**src/rtl/spi_byte_receiver_if.sv**
```systemverilog
// Pin bundle between an SPI master (the Pi side) and the byte receiver.
// The slave modport is the receiver's view; the master modport is the view of whatever drives the bus.
interface spi_byte_receiver_if #(
   parameter int DATA_WIDTH = 8,
   parameter int CNT_WIDTH  = 8
);
   logic                  i_sck;
   logic                  i_mosi;
   logic                  i_cs;
   logic                  o_miso;
   logic [DATA_WIDTH-1:0] o_data;
   logic                  o_done;
   logic                  o_err;
   logic                  o_busy;
   logic [CNT_WIDTH-1:0]  o_byte_cnt;

   modport slave (
      input  i_sck,
      input  i_mosi,
      input  i_cs,
      output o_miso,
      output o_data,
      output o_done,
      output o_err,
      output o_busy,
      output o_byte_cnt
   );

   modport master (
      output i_sck,
      output i_mosi,
      output i_cs,
      input  o_miso,
      input  o_data,
      input  o_done,
      input  o_err,
      input  o_busy,
      input  o_byte_cnt
   );
endinterface

```
**src/rtl/spi_byte_receiver.sv**
```systemverilog
// SPI mode-0 slave front end: synchronises raw SCK/MOSI/CS, assembles MSB-first words,
// echoes the previously received word on MISO and flags frames aborted mid-word.
module spi_byte_receiver #(
   parameter int DATA_WIDTH  = 8,
   parameter int SYNC_STAGES = 2,
   parameter int CNT_WIDTH   = 8
) (
   input  logic               i_clk,
   input  logic               i_rst,
   spi_byte_receiver_if.slave bus
);
   localparam int                   BW       = (DATA_WIDTH > 1) ? $clog2(DATA_WIDTH) : 1;
   localparam logic [BW-1:0]        BIT_LAST = BW'(DATA_WIDTH - 1);
   localparam logic [CNT_WIDTH-1:0] CNT_MAX  = '1;
   // Reset values of the synchronisers, ordered {cs, mosi, sck}: cs idles high.
   localparam logic [2:0]           SYNC_RST = 3'b100;

   typedef enum logic [1:0] {
      WAIT_IDLE,
      IDLE,
      ACTIVE
   } state_t;

   logic [2:0] raw_bits;
   logic [2:0] sync_bits;

   assign raw_bits = {bus.i_cs, bus.i_mosi, bus.i_sck};

   genvar gi;
   generate
      for (gi = 0; gi < 3; gi++) begin : g_sync
         logic [SYNC_STAGES-1:0] chain_q;

         always_ff @(posedge i_clk or posedge i_rst) begin
            if (i_rst) begin
               chain_q <= {SYNC_STAGES{SYNC_RST[gi]}};
            end else begin
               chain_q <= {chain_q[SYNC_STAGES-2:0], raw_bits[gi]};
            end
         end

         assign sync_bits[gi] = chain_q[SYNC_STAGES-1];
      end
   endgenerate

   logic sck_s;
   logic mosi_s;
   logic cs_s;

   assign {cs_s, mosi_s, sck_s} = sync_bits;

   logic                 sck_hist_q;
   logic                 cs_hist_q;
   logic [SYNC_STAGES:0] prime_q;

   // prime_q fills with ones after reset; once its top bit is set every synchroniser stage
   // and history FF holds a real sample rather than its reset value.
   always_ff @(posedge i_clk or posedge i_rst) begin
      if (i_rst) begin
         sck_hist_q <= 1'b0;
         cs_hist_q  <= 1'b1;
         prime_q    <= '0;
      end else begin
         sck_hist_q <= sck_s;
         cs_hist_q  <= cs_s;
         prime_q    <= {prime_q[SYNC_STAGES-1:0], 1'b1};
      end
   end

   logic sck_rise;
   logic sck_fall;
   logic cs_rise;
   logic cs_fall;
   logic primed;

   assign sck_rise = sck_s & ~sck_hist_q;
   assign sck_fall = ~sck_s & sck_hist_q;
   assign cs_rise  = cs_s & ~cs_hist_q;
   assign cs_fall  = ~cs_s & cs_hist_q;
   assign primed   = prime_q[SYNC_STAGES];

   state_t                state_q;
   logic [BW-1:0]         bit_cnt_q;
   logic [DATA_WIDTH-1:0] rx_shift_q;
   logic [DATA_WIDTH-1:0] tx_shift_q;
   logic [DATA_WIDTH-1:0] data_q;
   logic                  done_q;
   logic                  err_q;
   logic                  busy_q;
   logic [CNT_WIDTH-1:0]  byte_cnt_q;
   logic [DATA_WIDTH-1:0] rx_shift_d;

   assign rx_shift_d = {rx_shift_q[DATA_WIDTH-2:0], mosi_s};

   always_ff @(posedge i_clk or posedge i_rst) begin
      if (i_rst) begin
         state_q    <= WAIT_IDLE;
         bit_cnt_q  <= '0;
         rx_shift_q <= '0;
         tx_shift_q <= '0;
         data_q     <= '0;
         done_q     <= 1'b0;
         err_q      <= 1'b0;
         busy_q     <= 1'b0;
         byte_cnt_q <= '0;
      end else begin
         done_q <= 1'b0;
         err_q  <= 1'b0;
         case (state_q)
            WAIT_IDLE: begin
               // A frame already under way when reset lifted is skipped until cs goes high.
               if (primed && cs_s) begin
                  state_q <= IDLE;
               end
            end
            IDLE: begin
               if (cs_fall) begin
                  state_q    <= ACTIVE;
                  busy_q     <= 1'b1;
                  bit_cnt_q  <= '0;
                  byte_cnt_q <= '0;
                  tx_shift_q <= data_q;
               end
            end
            ACTIVE: begin
               if (cs_rise) begin
                  state_q <= IDLE;
                  busy_q  <= 1'b0;
                  if (bit_cnt_q != '0) begin
                     err_q <= 1'b1;
                  end
               end else if (sck_rise) begin
                  rx_shift_q <= rx_shift_d;
                  if (bit_cnt_q == BIT_LAST) begin
                     data_q    <= rx_shift_d;
                     done_q    <= 1'b1;
                     bit_cnt_q <= '0;
                     if (byte_cnt_q != CNT_MAX) begin
                        byte_cnt_q <= byte_cnt_q + CNT_WIDTH'(1);
                     end
                  end else begin
                     bit_cnt_q <= bit_cnt_q + BW'(1);
                  end
               end else if (sck_fall) begin
                  // bit_cnt of zero here means a word just finished: start echoing it.
                  if (bit_cnt_q != '0) begin
                     tx_shift_q <= {tx_shift_q[DATA_WIDTH-2:0], 1'b0};
                  end else begin
                     tx_shift_q <= data_q;
                  end
               end
            end
            default: begin
               state_q <= WAIT_IDLE;
               busy_q  <= 1'b0;
            end
         endcase
      end
   end

   assign bus.o_miso     = tx_shift_q[DATA_WIDTH-1] & busy_q;
   assign bus.o_data     = data_q;
   assign bus.o_done     = done_q;
   assign bus.o_err      = err_q;
   assign bus.o_busy     = busy_q;
   assign bus.o_byte_cnt = byte_cnt_q;
endmodule

```
**src/flat_wrapper.sv**
```systemverilog
// flat-port wrapper written by rule: the top's interface ports become plain ports
module spi_byte_receiver_flat 
#(
   parameter int DATA_WIDTH  = 8,
   parameter int SYNC_STAGES = 2,
   parameter int CNT_WIDTH   = 8
)
  (i_clk, i_rst, bus_i_sck, bus_i_mosi, bus_i_cs, bus_o_miso, bus_o_data, bus_o_done, bus_o_err, bus_o_busy, bus_o_byte_cnt);
  spi_byte_receiver_if #(.DATA_WIDTH(DATA_WIDTH), .CNT_WIDTH(CNT_WIDTH)) bus_i ();
  input  logic i_clk;
  input  logic i_rst;
  input wire logic [$bits(bus_i.i_sck)-1:0] bus_i_sck;
  input wire logic [$bits(bus_i.i_mosi)-1:0] bus_i_mosi;
  input wire logic [$bits(bus_i.i_cs)-1:0] bus_i_cs;
  output wire logic [$bits(bus_i.o_miso)-1:0] bus_o_miso;
  output wire logic [$bits(bus_i.o_data)-1:0] bus_o_data;
  output wire logic [$bits(bus_i.o_done)-1:0] bus_o_done;
  output wire logic [$bits(bus_i.o_err)-1:0] bus_o_err;
  output wire logic [$bits(bus_i.o_busy)-1:0] bus_o_busy;
  output wire logic [$bits(bus_i.o_byte_cnt)-1:0] bus_o_byte_cnt;
  assign bus_i.i_sck = bus_i_sck;
  assign bus_i.i_mosi = bus_i_mosi;
  assign bus_i.i_cs = bus_i_cs;
  assign bus_o_miso = bus_i.o_miso;
  assign bus_o_data = bus_i.o_data;
  assign bus_o_done = bus_i.o_done;
  assign bus_o_err = bus_i.o_err;
  assign bus_o_busy = bus_i.o_busy;
  assign bus_o_byte_cnt = bus_i.o_byte_cnt;
  spi_byte_receiver #(.DATA_WIDTH(DATA_WIDTH), .SYNC_STAGES(SYNC_STAGES), .CNT_WIDTH(CNT_WIDTH)) u_core (.i_clk(i_clk), .i_rst(i_rst), .bus(bus_i));
endmodule
```
**config.mk**
```make
export PLATFORM = sky130hd
export DESIGN_NAME = spi_byte_receiver_flat
export DESIGN_NICKNAME = d
export VERILOG_FILES = /design/src/rtl/spi_byte_receiver_if.sv /design/src/rtl/spi_byte_receiver.sv /design/src/flat_wrapper.sv
export SDC_FILE = /design/constraint.sdc
export NUM_CORES = 1
export LEC_CHECK = 0
export CORE_MARGIN = 2
export CORE_UTILIZATION = 33
export CTS_BUF_LIST = sky130_fd_sc_hd__clkbuf_8
export CTS_CLUSTER_DIAMETER = 80
export CTS_CLUSTER_SIZE = 16
export DETAILED_ROUTE_END_ITERATION = 8
export DONT_BUFFER_PORTS = 1
export GPL_TIMING_DRIVEN = 0
export HOLD_SLACK_MARGIN = 0.05
export PLACE_DENSITY = 0.57
export SKIP_CTS_REPAIR_TIMING = 1
export SKIP_LAST_GASP = 1
export SYNTH_ARGS = -nofsm -noshare
export SYNTH_HDL_FRONTEND = slang
export SYNTH_SLANG_ARGS = --single-unit
```
**constraint.sdc**
```tcl
create_clock -name i_clk -period 5.3 [get_ports i_clk]
set_input_delay 0.795 -clock i_clk [delete_from_list [all_inputs] [get_ports i_clk]]
set_output_delay 0.795 -clock i_clk [all_outputs]
set_load 0.005 [all_outputs]
```
==> After elaboration in Yosys (flattened, before gate mapping) <==
Cells that the tools add are included.
{ "word_totals": {"reg_bits": 50, "inputBits": 5, "output_inout_bits": 20, "word_cells": 83} }
{ "op_classes": {"addsub": 2, "eq_ne": 13, "mux": 31, "n_bitwise": 11, "reduce_logical": 11} }
{ "op_table": {"columns": ["cell", "count"], "rows": [
  ["two-way mux 8 bit", 10],
  ["one-hot mux 8 bit (2 select lines)", 2],
  ["inequality test 2 x 1 -> 1 bit (second input constant)", 7],
  ["two-way mux 3 bit", 4],
  ["two-way mux 1 bit", 9],
  ["AND reduction 3 bit", 3],
  ["adder 8 x 1 -> 8 bit (second input constant)", 1],
  ["inequality test 8 bit (second input constant)", 1],
  ["AND reduction 4 bit", 2],
  ["two-way mux 2 bit", 3],
  ["inverter 1 bit", 6],
  ["one-hot mux 2 bit (3 select lines)", 1],
  ["one-hot mux 3 bit (2 select lines)", 1],
  ["AND reduction 6 bit", 1],
  ["bitwise AND 1 bit", 5],
  ["AND reduction 5 bit", 1],
  ["inequality test 2 bit (second input constant)", 2],
  ["adder 3 x 1 -> 3 bit (second input constant)", 1],
  ["equality test 3 bit (second input constant)", 1],
  ["one-hot mux 1 bit (3 select lines)", 1],
  ["nonzero test 3 bit", 1],
  ["equality test 2 x 1 -> 1 bit (second input constant)", 1],
  ["equality test 2 bit (second input constant)", 1],
  ["logical NOT 2 bit", 1],
  ["other kinds (2)", 2]
]} }

==> Longest topological paths before layout <==
Gate-level depths: netlist (run 1).
{ "logic_depth": {"ltp_word": 6, "mapped_depth": 7, "depth_no_buf": 6} }

==> Worst setup path before layout (run 1) <==
No wires, ideal clock.
{ "synth_timing": {"path_type": "register to register", "from": "reg u_core.state_q[0]", "to": "reg u_core.byte_cnt_q[4] (netlist: u_core.bus.o_byte_cnt[4])", "setup_ps": 69, "arrival_time_ps": 1843, "t_required_ps": 5231, "path_slack_ps": 3388, "stages_incl_launch_ff": 8, "cell_sequence": "dfrtp_1 -> inv_1 -> ha_1 -> clkbuf_1 -> a221o_1 -> buf_6 -> or4_1 -> nand3_1"} }
{ "synth_between": {"elab_chain_cells": 3, "word_cells_on_any_way": 10} }
{ "synth_lines": {"columns": ["element", "line_no", "source"], "rows": [
  ["start, declared", "spi_byte_receiver.sv:82", "state_t state_q;"],
  ["start signal, assigned", "spi_byte_receiver.sv:97", "state_q <= WAIT_IDLE;"],
  ["start signal, assigned", "spi_byte_receiver.sv:113", "state_q <= IDLE;"],
  ["start signal, assigned", "spi_byte_receiver.sv:118", "state_q <= ACTIVE;"],
  ["equality test 2 bit or equality test 2 x 1 -> 1 bit (tied branches)", "spi_byte_receiver.sv:109", "case (state_q)"],
  ["inequality test 2 x 1 -> 1 bit (no source line) (tied with other cells)", null, null],
  ["AND reduction 6 bit (no source line)", null, null],
  ["end signal, assigned", "spi_byte_receiver.sv:139", "byte_cnt_q <= byte_cnt_q + CNT_WIDTH'(1);"],
  ["end, declared", "spi_byte_receiver.sv:90", "logic [CNT_WIDTH-1:0] byte_cnt_q;"]
]} }
Parallel ways exist; a longest one is shown, timed or not.
A chain may end at the register's enable or synchronous reset.

==> Worst setup path in the final report (run 1) <==
{ "layout_timing": {"from": "reg u_core.state_q[0]", "to": "reg u_core.data_q[5] (netlist: u_core.bus.o_data[5])"} }
{ "layout_between": {"elab_chain_cells": 2} }
{ "layout_lines": {"columns": ["element", "line_no", "source"], "rows": [
  ["equality test 2 bit", "spi_byte_receiver.sv:109", null],
  ["AND reduction 4 bit (no source line)", null, null],
  ["end signal, assigned", "spi_byte_receiver.sv:135", "data_q <= rx_shift_d;"],
  ["end, declared", "spi_byte_receiver.sv:86", "logic [DATA_WIDTH-1:0] data_q;"]
]} }
Every way passes these cells.

==> results of run 1 <==
power by group through the flow:
stage / logic, W / clock network, W / registers, W
detailed placement: 0.000349 / 0 / 0.000485
global route: 0.000394 / 0.000265 / 0.000486
finish: 0.000346 / 0.000239 / 0.000477
CTS: 0.000350 / 0.000249 / 0.000478
floorplan: 0.000272 / 0 / 0.000472
global placement: 0.000346 / 0 / 0.000482
synthesized netlist by cell type, types with 2 or more instances:
cell / count
dfrtp_1: 47
mux2_2: 18
nand2_1: 12
inv_1: 11
nand3_1: 11
a31oi_1: 9
a21oi_1: 8
ha_1: 8
mux2i_1: 8
nand4_1: 7
nand2b_1: 6
o21ai_0: 6
clkbuf_1: 5
nor2_1: 4
o211ai_1: 4
dfstp_2: 3
or4_1: 3
a22o_1: 2
nor2b_1: 2
or2_2: 2
area by class of cell:
type / instances / area [um^2] / area share
sequential: 50 / 1255 / 0.5025
multi-input combinational: 129 / 947.2 / 0.3793
tap: 80 / 100.1 / 0.04008
clock buffer: 6 / 82.58 / 0.03307
inverter: 11 / 41.29 / 0.01653
buffer: 7 / 35.03 / 0.01403
timing repair buffer: 1 / 20.02 / 0.008016
clock inverter: 2 / 16.27 / 0.006513
state kept, by name, summed over array words and instances (netlist names), 2 cells and up:
register and flops:
u_core.rx_shift_q 7, u_core.bus.o_byte_cnt 8, u_core.g_sync.chain_q 6, u_core.state_q 2
u_core.prime_q 3, u_core.tx_shift_q 8, u_core.bit_cnt_q 3, u_core.bus.o_data 8
final timing paths:
check | slack (ns) | depth (start not counted) | to | from
setup / recovery | 2.96 | 6 | u_core.bus.o_data[5] | u_core.state_q[0]
hold / removal | 0.35 | 1 | u_core.prime_q[1] | i_rst
setup reg to reg | 2.96 | 6 | u_core.bus.o_data[5] | u_core.state_q[0]
hold reg to reg | 0.36 | 0 | u_core.g_sync[1].chain_q[1] | u_core.g_sync[1].chain_q[0]
max in group asynchronous | 4.38 | 2 | u_core.cs_hist_q | i_rst
min in group i_clk | 0.36 | 0 | u_core.g_sync[1].chain_q[1] | u_core.g_sync[1].chain_q[0]
stage by stage:
step	std cells	setup slack (ns)	hold slack (ns)	area [um^2]
2_1_floorplan	197	3.309	0.3312	2278
3_3_place_gp	277	2.711	0.3332	2379
3_5_place_dp	278	2.952	0.3347	2399
4_1_cts	286	2.922	0.3601	2497
5_1_grt	286	2.756	0.3629	2497
6_report	286	2.961	0.3547	2497
metal layers:
| metal | GRT usage | share of wire | wire (um) |
|---|---|---|---|
| met1 | 0.1891 | 0.50 | 2181 |
| met2 | 0.1679 | 0.43 | 1864 |
| met3 | 0.05118 | 0.062 | 273 |
| met4 | 0.03776 | 0.015 | 64 |
| met5 | 0 | 0 | 0 |
kinds of logic (layout without fill, tap and decap cells):
group / Yosys count / after routing
flops: 50 / 50
compound gates: 41 / 41
mux: 26 / 26
other cells: 1 / 1
buf+inv: 18 / 27
fa+ha+maj: 8 / 8
simple gates: 53 / 53
==> qor.txt, run 1 <==
Number of distinct library cells after synthesis -> 41
Synth Area in Simple Gates -> 0.1263
Remaining DRCs -> 0
Period utilisation layout -> 0.4413
WS Path Type -> flip-flop to flip-flop
Leak Pwr -> 1.170 nW
Cell taking the most area after synthesis -> dfrtp_1
Finish-stage setup viols -> 0
Register area share after synthesis -> 0.5508
Sw frac -> 0.3592
Fill cell count -> 664
Commonest non-fill, non-tap cells in the layout -> 47 x dfrtp_1, 18 x mux2_2, 12 x nand2_1, 11 x nand3_1, 10 x inv_1
Die Width -> 87.09 um
Sum Neg Setup Slack -> 0 ns
# Max-Cap Violations -> 0
Die height -> 87.09 um
Final #Nets -> 218
Compound-Gate Fraction of Synth Area -> 0.1197
Number of global-route vias before repair -> 1456
Maximum buffer depth of the clock tree -> 2
Layout cell share with drive strength beyond 1 -> 0.1845
Clock power share -> 0.225
Detail Route Antenna Nets -> 0
Synth-to-Final Area Change -> 9.610%
Synth warn -> 0
GRT Overall Usage -> 0.1272
Largest cells by area after synthesis -> dfrtp_1 52%, mux2_2 8.9%, ha_1 4.4%
Post-Synth Adder-Cell Area -> 0.04393
Post-layout power -> 0.001061 W
Core area -> 0.006719 mm^2
GPL Wtd Cong -> 0.7490
H-tree Lvls -> 2
Mapped Area -> 0.002278 mm^2
Fmax -> 427.5 MHz
Clock skew -> 0.008011 ns
Top-level I/O count -> 25
Vias -> 1533
Critical path endpoint category -> flip-flop
Number of synthesized register bits -> 50
Critical-path cell list -> inv_1 -> ha_1 -> clkbuf_1 -> buf_2 -> nand4_1 -> mux2_2
Port Buffer Count -> 0
Comb power frac -> 0.326
Fin. max-slew vios -> 0
Main combinational cell family by area after synthesis -> simple AND/OR/NAND/NOR gates
TritonCTS clock tree -> built
GR Overflow Total -> 0
WL final -> 4383 um
Initial DRC count -> 126
CP bufs+invs -> 3
Fin. Hold Viols -> 0
Starting Density -> 0.3391
Min-Delay Path Class -> primary input to async pin
Drt wl/cell -> 15.33 um
Final Critical Period -> 2.339 ns
Placement Rows -> 30
Root Driver -> clkbuf_8
Switching pwr -> 0.0003812 W
Slew @ Worst Pin -> 0.5486 ns
Fraction of registers with async set/reset -> 1.000
CP max-delay cell -> nand4_1
Max FO, Critical Path -> 10
Initial antenna violation count -> 0
Max incr delay on CP -> 0.47 ns
Pre-antenna DRT Iters -> 4
Startpoint Class -> flip-flop
Post-Synth XOR/XNOR Area -> 0
Worst-Skew Late Latency -> 0.31 ns
Post-Synthesis Cells -> 197
Antenna cells -> 0
Syn Area/Cell -> 11.57 um^2
Critical Path RT -> 5.49 ns
CTS buffer count -> 5
Clock sink count -> 50
Worst-path clk slew -> 0.09 ns
Number of synthesized flops with an enable pin -> 0
RSZ-0062 raised after global routing -> no
Peak VDD IR -> 0.1487 mV
Crit path max-delay family -> buffers and inverters
First-pass GRT wire length -> 7445 um
Largest net degree at the start of global routing -> 33
Area share of the largest cell type after synthesis -> 0.5162
Internal power -> 0.0006801 W
Commonest non-fill, non-tap cell in the layout -> dfrtp_1
Syn nets -> 210
Layout Utilization -> 0.3717
Worst EP arrival -> 2.53 ns
HPWL Detailed -> 3072 um
Worst slew margin -> 0.6304
Seq pwr share -> 0.449
Status -> complete, no violations
Mux contribution to synthesized area -> 0.1241
Top_reg_cell synth -> dfrtp_1
Die ar. -> 0.007585 mm^2
Vias/cell -> 5.360
Pwr per Cell Area -> 425.0 mW/mm^2
Note: power is estimated with default switching activity, not from simulation.
==> run 2: changes to the inputs <==
Clock period 5.3 ns to 2.2 ns, I/O delays scaled along.
==> run 2 against run 1 <==
Compared with the run above: global-route usage stayed put; via count is 0.65% lower; sequential power increased by 140%; critical endpoint is now u_core.bus.o_byte_cnt[4]; largest cell class unchanged; largest power group unchanged; highest routed layer unchanged.
==> qor.txt, run 2 (synthesis gave the netlist of run 1 again) <==
Seq pwr share -> 0.446
CP bufs+invs -> 2
RSZ-0062 raised after global routing -> no
Die height -> 87.09 um
Metal-1 WL -> 2210 um
Period utilisation layout -> 0.9268
Initial DRC count -> 105
GRT Overall Usage -> 0.1272
Die ar. -> 0.007585 mm^2
Synth-to-Final Area Change -> 11.92%
Critical-path cell list -> inv_1 -> ha_1 -> a221o_1 -> buf_6 -> or4_1 -> nand3_1
Slew @ Worst Pin -> 0.5626 ns
Max FO, Critical Path -> 10
Final Critical Period -> 2.039 ns
Die Width -> 87.09 um
Starting Density -> 0.3391
Peak VDD IR -> 0.3647 mV
Critical path endpoint category -> flip-flop
GPL Wtd Cong -> 0.7490
Antenna cells -> 0
Leak Pwr -> 1.200 nW
Sw frac -> 0.3577
WS Path Type -> flip-flop to flip-flop
Internal power -> 0.001655 W
Clock power share -> 0.222
Fmax -> 490.4 MHz
Placement Rows -> 30
HPWL Detailed -> 3072 um
WL final -> 4396 um
Worst-Skew Late Latency -> 0.31 ns
Pre-antenna DRT Iters -> 4
Layout cell share with drive strength beyond 1 -> 0.2048
Remaining DRCs -> 0
Placed Area -> 0.002399 mm^2
Min-Delay Path Class -> flip-flop to flip-flop
Worst slew margin -> 0.6249
Startpoint Class -> flip-flop
Placed Cells -> 278
Maximum buffer depth of the clock tree -> 2
Critical Path RT -> 2.45 ns
Largest net degree at the start of global routing -> 33
Vias/cell -> 5.252
# Max-Cap Violations -> 0
Max incr delay on CP -> 0.52 ns
Clock skew -> 0.008272 ns
Final #Nets -> 222
Root Driver -> clkbuf_8
Final hold slack -> 0.3560 ns
Number of global-route vias before repair -> 1456
Worst-path clk slew -> 0.09 ns
Port Buffer Count -> 0
CTS buffer count -> 5
Commonest non-fill, non-tap cell in the layout -> dfrtp_1
Design area -> 0.002550 mm^2
Top layer in use -> met4
Core area -> 0.006719 mm^2
First-pass GRT wire length -> 7445 um
Fin. Hold Viols -> 0
Detail Route Antenna Nets -> 0
Drt wl/cell -> 15.16 um
Switching pwr -> 0.0009214 W
WL met3 -> 212 um
Clock sink count -> 50
Vias -> 1523
TritonCTS clock tree -> built
Non-Filler Instances -> 290
Top-level I/O count -> 25
Crit path max-delay family -> simple AND/OR/NAND/NOR gates
Finish-stage setup viols -> 0
Initial antenna violation count -> 0
Pwr per Cell Area -> 1010 mW/mm^2
CP max-delay cell -> or4_1
Worst EP arrival -> 2.29 ns
H-tree Lvls -> 2
Met2 wire len -> 1907 um
Fin. max-slew vios -> 0
Status -> complete, no violations
GR Overflow Total -> 0
Comb power frac -> 0.332
Commonest non-fill, non-tap cells in the layout -> 47 x dfrtp_1, 18 x mux2_2, 12 x nand2_1, 10 x inv_1, 10 x nand3_1
-- run 2: layout make-up --
type | instances | area (um^2)
Fill cell | 653 | 4169
Tap cell | 80 | 100.1
Buffer | 6 | 35.03
Sequential cell | 50 | 1255
Clock buffer | 6 | 82.58
Multi-Input combinational cell | 129 | 952.2
Timing Repair Buffer | 6 | 67.56
Clock inverter | 2 | 16.27
Inverter | 11 | 41.29
-- run 2: per-stage QoR --
step | power (W) | utilization | setup slack [ns] | setup TNS, ns
4_1_cts | 0.002594 | 0.3717 | -0.1781 | -1.376
3_3_place_gp | 0.001995 | 0.3540 | -0.1537 | -1.216
2_1_floorplan | 0.001793 | - | 0.2876 | 0
5_1_grt | 0.002777 | 0.3795 | 0.04009 | 0
3_5_place_dp | 0.002008 | 0.3570 | -0.1478 | -1.175
6_report | 0.002576 | 0.3795 | 0.1610 | 0
-- run 2: path summary, 6_finish.rpt --
check,depth (start not counted),slack (ns),end,from
min in group asynchronous,2,0.47,u_core.prime_q[1],i_rst
hold / removal,0,0.36,u_core.g_sync[1].chain_q[1],u_core.g_sync[1].chain_q[0]
hold reg to reg,0,0.36,u_core.g_sync[1].chain_q[1],u_core.g_sync[1].chain_q[0]
setup reg to reg,6,0.16,u_core.bus.o_byte_cnt[4],u_core.state_q[0]
setup / recovery,6,0.16,u_core.bus.o_byte_cnt[4],u_core.state_q[0]
max in group asynchronous,3,1.16,u_core.cs_hist_q,i_rst
-- run 2: metal layers --
layer,vias up,track usage
met1,748,0.1891
met5,-,0
met2,25,0.1679
met4,0,0.03776
met3,7,0.05118
li1,743,-
-- run 2: power groups by stage --
stage | Combinational [W] | Clock [W] | Sequential, W
2_1_floorplan | 0.000656 | 0 | 0.00114
3_3_place_gp | 0.000833 | 0 | 0.00116
3_5_place_dp | 0.000841 | 0 | 0.00117
4_1_cts | 0.000843 | 0.000600 | 0.00115
5_1_grt | 0.000968 | 0.000639 | 0.00117
6_report | 0.000855 | 0.000572 | 0.00115
==> run 3: changes to the inputs <==
Settings changed: CORE_MARGIN 2 to 8, CTS_BUF_LIST sky130_fd_sc_hd__clkbuf_8 to not set.
==> run 3 against run 2 <==
Compared with the run above: final cell count stayed put; core utilization is 0.21 points lower; clock-buffer cell count stayed put; power is 0.76% higher; register-to-register slack hardly changed; highest routed layer unchanged.
==> qor.txt, run 3 (synthesis gave the netlist of run 1 again) <==
H-tree Lvls -> 2
Largest net degree at the start of global routing -> 37
Vias/cell -> 5.279
Worst-Skew Late Latency -> 0.31 ns
Hold Startpoint -> u_core.prime_q[0]
TritonCTS clock tree -> built
Starting Density -> 0.3372
Initial antenna violation count -> 0
Clock skew -> 0.01665 ns
Vias -> 1531
Commonest non-fill, non-tap cell in the layout -> dfrtp_1
Finish-stage setup viols -> 0
Period utilisation layout -> 0.9250
Pre-antenna DRT Iters -> 4
Critical path endpoint category -> flip-flop
Maximum buffer depth of the clock tree -> 2
RSZ-0062 raised after global routing -> no
CTS buffer count -> 5
Sum Neg Setup Slack -> 0 ns
HPWL Detailed -> 3172 um
Fill cell count -> 672
Drt wl/cell -> 15.74 um
Post-layout power -> 0.002596 W
# Max-Cap Violations -> 0
Peak VDD IR -> 0.4464 mV
Root Driver -> clkbuf_8
Min-Delay Path Class -> flip-flop to flip-flop
GPL Wtd Cong -> 0.7607
WL final -> 4566 um
Layout cell share with drive strength beyond 1 -> 0.2048
Initial DRC count -> 112
Die ar. -> 0.009819 mm^2
Final Critical Period -> 2.035 ns
Fin. max-slew vios -> 0
Leak Pwr -> 1.200 nW
Status -> complete, no violations
Clock sink count -> 50
GRT Overall Usage -> 0.09642
Die Width -> 99.09 um
Worst slew margin -> 0.5902
Port Buffer Count -> 0
Top-level I/O count -> 25
Slew @ Worst Pin -> 0.6082 ns
WS Path Type -> flip-flop to flip-flop
Antenna cells -> 0
Worst setup startpoint -> u_core.bus.o_byte_cnt[0]
Core area -> 0.006756 mm^2
Die height -> 99.09 um
Placement Rows -> 30
Fmax -> 491.4 MHz
Synth-to-Final Area Change -> 11.92%
Detail Route Antenna Nets -> 0
GR Overflow Total -> 0
RR Startpoint -> u_core.bus.o_byte_cnt[0]
Worst-path clk slew -> 0.10 ns
Max FO, Critical Path -> 8
Fin. Hold Viols -> 0
First-pass GRT wire length -> 7645 um
Pwr per Cell Area -> 1018 mW/mm^2
Startpoint Class -> flip-flop
Critical Path RT -> 2.44 ns
Remaining DRCs -> 0
Worst EP arrival -> 2.28 ns
Number of global-route vias before repair -> 1451
Commonest non-fill, non-tap cells in the layout -> 47 x dfrtp_1, 18 x mux2_2, 12 x nand2_1, 10 x inv_1, 10 x nand3_1
Final #Nets -> 222
==> run 3: cell counts in the layout (fill, tap and decap cells not counted) <==
Identical to the previous run, type by type.
==> run 3: per-layer routing <==
layer | vias up | wire length (um) | global-route usage
li1 | 738 | - | -
met1 | 762 | 2218 | 0.1323
met2 | 29 | 2105 | 0.1398
met3 | 2 | 211 | 0.03073
met4 | 0 | 30 | 0.03143
met5 | - | 0 | 0
==> run 3: final cells by class <==
class	instances	area (um^2)	share of cell area
plain buffers	6	35.03	0.01374
clock buffers	6	82.58	0.03238
clock inverters	2	16.27	0.006379
inverters	11	41.29	0.01619
multi-input cells	129	952.2	0.3734
flip-flops and latches	50	1255	0.4921
well taps	80	100.1	0.03925
repair buffers	6	67.56	0.02650
==> run 3: final timing paths <==
check                      depth (start not counted)                        to  slack (ns)
min in group asynchronous                          2       u_core.bit_cnt_q[1]        0.44
max reg2reg                                        5  u_core.bus.o_byte_cnt[2]        0.16
max in group asynchronous                          3          u_core.cs_hist_q        1.19
min                                                0         u_core.prime_q[1]        0.36
min reg2reg                                        0         u_core.prime_q[1]        0.36
max                                                5  u_core.bus.o_byte_cnt[2]        0.16
==> run 3: stage by stage <==
step | cells | cell area (um^2) | setup slack, ns | utilization | hold slack [ns]
2_1_floorplan | 197 | 2278 | 0.2876 | - | 0.3312
3_3_place_gp | 277 | 2379 | -0.1688 | 0.3520 | 0.3326
3_5_place_dp | 278 | 2399 | -0.1544 | 0.3550 | 0.2157
4_1_cts | 286 | 2497 | -0.1889 | 0.3696 | -0.1223
5_1_grt | 290 | 2550 | 0.07089 | 0.3774 | 0.3632
6_report | 290 | 2550 | 0.1649 | 0.3774 | 0.3554
==> run 3: worst max-delay path: stages (launching register included) <==
cell and delay [ns]:
dfrtp_1 0.46, ha_1 0.27, nand4_1 0.21, o21ai_1 0.24, or4b_2 0.71, nand3_1 0.09
==> run 3: power by group <==
part           total [W]  switching, W  internal, W
combinational   0.000865      0.000528     0.000337
sequential       0.00115     0.0000881      0.00106
clock           0.000584      0.000325     0.000260
total            0.00260      0.000940      0.00166
